`config.mk`:
```
export PLATFORM = sky130hd
export DESIGN_NAME = if_stage_ctrl
export DESIGN_NICKNAME = d
export VERILOG_FILES = /design/src/rtl/if_stage_ctrl.sv
export SDC_FILE = /design/constraint.sdc
export NUM_CORES = 1
export LEC_CHECK = 0
export CELL_PAD_IN_SITES_DETAIL_PLACEMENT = 0
export CELL_PAD_IN_SITES_GLOBAL_PLACEMENT = 1
export CORE_UTILIZATION = 35
export CTS_CLUSTER_SIZE = 10
export DETAILED_ROUTE_END_ITERATION = 12
export PLACE_DENSITY_LB_ADDON = 0.1
export SLEW_MARGIN = 5
export SYNTH_ARGS = -nofsm -noshare
export SYNTH_HDL_FRONTEND = slang
export SYNTH_SLANG_ARGS = --single-unit
```
`constraint.sdc`:
```
create_clock -name clk -period 7.9 [get_ports clk]
set_input_delay 1.58 -clock clk [delete_from_list [all_inputs] [get_ports clk]]
set_output_delay 1.58 -clock clk [all_outputs]
set_load 0.02 [all_outputs]
```
`src/rtl/if_stage_ctrl.sv`:
```
// Instruction-fetch front end: PC register, IF/ID pipeline register, imem fetch
// handshake with a one-entry hold buffer, and stall/flush performance counters.
module if_stage_ctrl #(
  parameter logic [31:0] RESET_PC  = 32'h0000_0000,
  parameter logic [31:0] NOP_INSTR = 32'h0000_0000,
  parameter int unsigned CNT_W     = 32
) (
  input  logic             clk,
  input  logic             rst,
  input  logic             PcWrite,
  input  logic             IFID_Write,
  input  logic             Bubble,
  input  logic [1:0]       ID_pcSel,
  input  logic [31:0]      br_target,
  input  logic [31:0]      j_target,
  input  logic [31:0]      jr_target,
  output logic             imem_req,
  output logic [31:0]      imem_addr,
  input  logic [31:0]      imem_rdata,
  input  logic             imem_ready,
  output logic [31:0]      if_pc,
  output logic [31:0]      IFID_instr,
  output logic [31:0]      IFID_pc4,
  output logic             IFID_valid,
  output logic [CNT_W-1:0] stall_cnt,
  output logic [CNT_W-1:0] flush_cnt
);

  typedef enum logic {FETCH, HOLD} state_e;

  state_e           state_q, state_d;
  logic [31:0]      pc_q, pc_d;
  logic [31:0]      hold_q, hold_d;
  logic [31:0]      instr_q, instr_d;
  logic [31:0]      pc4_q, pc4_d;
  logic             valid_q, valid_d;
  logic [CNT_W-1:0] stall_q, stall_d;
  logic [CNT_W-1:0] flush_q, flush_d;

  logic        accept;
  logic [31:0] pc_plus4;
  logic [31:0] next_pc;

  assign accept   = PcWrite & IFID_Write & ~Bubble;
  assign pc_plus4 = pc_q + 32'd4;

  always_comb begin
    unique case (ID_pcSel)
      2'b00:   next_pc = pc_plus4;
      2'b01:   next_pc = br_target;
      2'b10:   next_pc = j_target;
      default: next_pc = jr_target;
    endcase
  end

  always_comb begin
    state_d = state_q;
    pc_d    = pc_q;
    hold_d  = hold_q;
    instr_d = instr_q;
    pc4_d   = pc4_q;
    valid_d = valid_q;
    stall_d = stall_q;
    flush_d = flush_q;

    if (Bubble) begin
      // Redirect wins over everything; a fetch completing this cycle is dropped.
      instr_d = NOP_INSTR;
      pc4_d   = '0;
      valid_d = 1'b0;
      pc_d    = next_pc;
      state_d = FETCH;
      flush_d = flush_q + CNT_W'(1);
    end else begin
      if (!(accept && (state_q == HOLD || imem_ready)))
        stall_d = stall_q + CNT_W'(1);

      unique case (state_q)
        FETCH: begin
          if (imem_ready) begin
            if (accept) begin
              instr_d = imem_rdata;
              pc4_d   = pc_plus4;
              valid_d = 1'b1;
              pc_d    = next_pc;
            end else begin
              hold_d  = imem_rdata;
              state_d = HOLD;
              if (IFID_Write) begin
                instr_d = NOP_INSTR;
                pc4_d   = '0;
                valid_d = 1'b0;
              end
            end
          end else if (IFID_Write) begin
            instr_d = NOP_INSTR;
            pc4_d   = '0;
            valid_d = 1'b0;
          end
        end
        HOLD: begin
          if (accept) begin
            instr_d = hold_q;
            pc4_d   = pc_plus4;
            valid_d = 1'b1;
            pc_d    = next_pc;
            state_d = FETCH;
          end
        end
        default: state_d = FETCH;
      endcase
    end
  end

  always_ff @(posedge clk or posedge rst) begin
    if (rst) begin
      state_q <= FETCH;
      pc_q    <= RESET_PC;
      hold_q  <= '0;
      instr_q <= NOP_INSTR;
      pc4_q   <= '0;
      valid_q <= 1'b0;
      stall_q <= '0;
      flush_q <= '0;
    end else begin
      state_q <= state_d;
      pc_q    <= pc_d;
      hold_q  <= hold_d;
      instr_q <= instr_d;
      pc4_q   <= pc4_d;
      valid_q <= valid_d;
      stall_q <= stall_d;
      flush_q <= flush_d;
    end
  end

  assign imem_req   = (state_q == FETCH);
  assign imem_addr  = pc_q;
  assign if_pc      = pc_q;
  assign IFID_instr = instr_q;
  assign IFID_pc4   = pc4_q;
  assign IFID_valid = valid_q;
  assign stall_cnt  = stall_q;
  assign flush_cnt  = flush_q;

endmodule
```
# Word level (Yosys, flattened, before mapping)
# Index checks and enable logic that the tools add are counted.
# op_classes
n_addsub	3
mul	0
div	0
order_cmp	0
n_eq_ne	4
n_shift	0
n_mux	27
bitwise	6
reduce_logical	5
# ops
cell	n
$mux 32	13
$pmux 32 s2	3
$pmux 32 s3	1
$add 32x1->32 const B	2
$add 32x3->32 const B	1
$mux 1	8
$ne 3x2->1 const B	2
$not 1->1	4
$pmux 1 s2	2
$reduce_and 4->1	1
$and 1x1->1	2
$eq 2x1->1 const B	1
$eq 2x2->1 const B	1
$logic_not 2->1	1
$reduce_and 2->1	1
$logic_and 1x1->1	1
$logic_or 1x1->1	1
# totals
reg_bits	194
latch_bits	0
ramBits	0
mem_bits_ro	0
in_bits	136
wordCells	53
memories	0

# Longest topological paths before layout
# logic_depth
word_depth	6
mapped_depth	7
ltp_nobuf	6

# Worst setup path after synthesis
# No wires, ideal clock.
# synth_path
kind	input port to flip-flop
start	in ID_pcSel[0]
end	reg pc_q[28] (netlist: if_pc[28])
setup_ns	0.121
arrival_ns	2.906
path_slack_ns	4.873
cell_stages	6
n_path_buf	2
path_cell_list	clkbuf_1 -> buf_1 -> mux2_2 -> a22oi_1 -> o31ai_2 -> a22o_1
# synth_between
elab_chain_len	6
word_cells_on_any_way	8
# synth_rtl
element	line_no	source
start: declaration	13	input logic [1:0] ID_pcSel,
$eq 2x2->1, or another cell as far along	48	unique case (ID_pcSel)
$pmux 32 s3 *	48	
$mux 32	81, 102	
$mux 32	80	if (imem_ready) begin
$pmux 32 s2	78	unique case (state_q)
$mux 32 *	66	if (Bubble) begin
end signal: assignment	127	pc_q <= pc_d;
end: declaration	32	logic [31:0] pc_q, pc_d;
# Every way passes the cells marked *; elsewhere a longest branch is shown, timed or not. The select of a mux whose other input is x is not followed.
# A chain may end at the register's enable or synchronous reset.

# Worst setup path after layout
# layout_path
start	in imem_ready
end	reg pc_q[0] (netlist: if_pc[0])
# layout_between
elab_chain_len	1
# layout_rtl
element	line_no	source
start: declaration	20	input logic imem_ready,
$ne 3x2->1 (no line)	-	
# Every way passes these cells.

==> results.json <==
{
  "status": "completed",
  "seq_area_um2": 4855,
  "drt_iter0_markers": 476,
  "critPathLaunchType": "input port",
  "syn_inst": 967,
  "synth-async-reset-ratio": 1.000,
  "globalplace.congestion": 0.7686,
  "layout_min_cycle_time_ns": 3.646,
  "core_area_um2": 27780,
  "yosysWarningCount": 0,
  "required_ns": 8.27,
  "synth.most_common_cell": "dfrtp_1",
  "clock_latency_ns": 0.44,
  "antenna_found_initial": 1,
  "ant_nets": 0,
  "grt_pass1_vias": 8159,
  "path_class": "input port to flop",
  "post_cts_resized": 0,
  "die_h_um": 169.9,
  "grt_overflow": 0,
  "pre_cts_ws_ns": 3.763,
  "max-slew-margin-rel": 0.2578,
  "max_clock_freq_mhz": 274.3,
  "grt_usage": 0.2136,
  "synth_seq_cells": 194,
  "yosysTopAreaCellShare": 0.4921,
  "via_per_inst": 5.180,
  "fin_worst_skew_ns": 0.01750,
  "drc": 0,
  "worst_slew_pin_slew_ns": 1.108,
  "vdd_drop_max_mv": 0.1445,
  "setup_viol": 0,
  "power_leakage_nw": 5.599,
  "slew_viol_final": 0,
  "synthTopCellsByArea": "dfrtp_1 (49%), mux2_2 (5.7%), xnor2_1 (5.7%)",
  "grt_pass1_wl_um": 47400,
  "initial_utilization": 0.3551,
  "hold_buffers": 0,
  "io_buffer_count": 329,
  "clkTransAtPathRegs_ns": 0.08,
  "first_pass_iters": 5,
  "htreeDepth": 4,
  "routedWlPerCell_um": 18.93,
  "routed_wl_um": 30790,
  "setup_tns_ns": 0,
  "setup_slack_ns": 4.254,
  "postCtsSetupBuffers": 0,
  "synth_edf_count": 0,
  "die_x_um": 169.9,
  "end_kind": "flop",
  "dp_cells": 1594,
  "placementRows": 61,
  "cts_buffer_depth": 2,
  "clock-sinks": 194,
  "instances_no_fill": 1626,
  "hold_class": "flop to flop",
  "ioPinCount": 330,
  "synth_nets": 1106,
  "p_per_area_nw_per_um2": 204.9,
  "dominantRegCellSynth": "dfrtp_1",
  "synth_cell_type_count": 54,
  "drv_cap": 0,
  "rsz0062_at_grt": "false",
  "antennaDiodeCount": 0,
  "grt_start_max_net_pins": 128,
  "power_w": 0.002843,
  "area_delta_synth_final_pct": 40.65,
  "crit_path_max_fanout": 46,
  "multiInputGateArea_um2": 4503,
  "cts_buffers": 17,
  "syn_area_um2": 9864,
  "tritoncts": "yes",
  "hold_viol": 0,
  "hpwl_um": 21450,
  "avgSynthCellArea_um2": 10.20,
  "cts-root-buf": "clkbuf_16",
  "ys_top_cells_by_count": "dfrtp_1 (194), nand2_1 (112), o21ai_0 (103), xnor2_1 (64), mux2_2 (50)",
  "drive_above_1_share": 0.09856,
  "crit_arrival_ns": 4.01,
  "nFillCells": 2622,
  "die-area_um2": 28860,
  "seq_area_frac_synth": 0.4921,
  "period_share": 0.4615,
  "nets": 1374,
  "synth_largest_area_cell": "dfrtp_1",
  "vias": 8423
}
[final timing paths]
path	startpoint	end	slack [ns]	cells past startpoint
worst max-delay path	imem_ready	if_pc[0]	4.25	6
worst min-delay path	flush_cnt[31]	flush_cnt[31]	0.48	1
worst max register to register	state_q	if_pc[0]	5.20	6
worst min register to register	flush_cnt[31]	flush_cnt[31]	0.48	1
max in group asynchronous	rst	flush_cnt[6]	4.65	3
min in group asynchronous	rst	flush_cnt[14]	1.75	2
[report_power, final]
| group | internal [W] | total (W) | switching (W) |
|---|---|---|---|
| registers | 0.00110 | 0.00123 | 0.000131 |
| clock network | 0.000435 | 0.000879 | 0.000444 |
| logic | 0.000369 | 0.000732 | 0.000363 |
| total | 0.00191 | 0.00284 | 0.000938 |
[area by class of cell]
cell class / instances / area share
inverters: 16 / 0.004870
clock buffers: 18 / 0.03165
flip-flops and latches: 194 / 0.3499
clock inverters: 14 / 0.01127
repair buffers: 342 / 0.2437
multi-input cells: 664 / 0.3246
well taps: 378 / 0.03409
[worst max-delay path: stages]
cell	delay (ns)
clkdlybuf4s50_1	0.47
o211ai_2	0.50
nor2b_4	1.00
nor2_1	0.07
a21oi_1	0.18
o221a_2	0.19
[stage by stage]
step / util / hold WS [ns] / area, um2
final: 0.4994 / 0.4787 / 13870
after floorplan: - / 0.4739 / 9864
after global placement: 0.4780 / 0.4618 / 13280
after detailed placement: 0.4780 / 0.4685 / 13280
after global routing: 0.4994 / 0.4947 / 13870
after CTS: 0.4994 / 0.4802 / 13870
[placed cells by master, fill, tap and decap left out, types with 3 or more instances in the layout]
master,instances
clkdlybuf4s50_1,327
dfrtp_1,194
nand2_1,112
o21ai_0,103
xnor2_1,64
mux2_2,50
nand3_1,40
nor2_1,33
a221oi_1,32
a21oi_1,30
xor2_1,26
nand4_1,23
clkbuf_16,17
inv_1,15
and3_1,15
and4_1,14
a22o_1,13
buf_4,13
a22oi_1,12
nor3_1,10
o31a_1,9
mux2i_1,8
o22ai_1,8
mux4_2,7
inv_8,6
nand2b_1,5
and2_1,4
o22a_1,4
o2bb2ai_1,3
ha_1,3
inv_6,3
clkinv_8,3
[layer usage]
| layer | vias to the layer above | GRT usage | wire, um |
|---|---|---|---|
| met5 | - | 0 | 13 |
| met2 | 278 | 0.3469 | 14640 |
| li1 | 3988 | - | - |
| met1 | 4126 | 0.2910 | 14150 |
| met3 | 29 | 0.03674 | 1481 |
| met4 | 2 | 0.06306 | 505 |
[sequential cells by signal (all words and copies together) (netlist names)]
register    cells
IFID_instr     32
if_pc          32
IFID_pc4       32
stall_cnt      32
flush_cnt      32
IFID_valid      1
state_q         1
hold_q         32
[cells by family (layout without fill, tap and decap cells)]
logic type      after synthesis  after routing  share of synthesized area
simple gates                272            272                     0.1351
buf+inv                     109            390                    0.05467
flops                       194            194                     0.4921
xor+xnor                     90             90                    0.07991
mux                          65             65                    0.08118
fa+ha+maj                     3              3                   0.003806
compound gates              234            234                     0.1532
No activity file was read; power rests on OpenSTA's default activity.
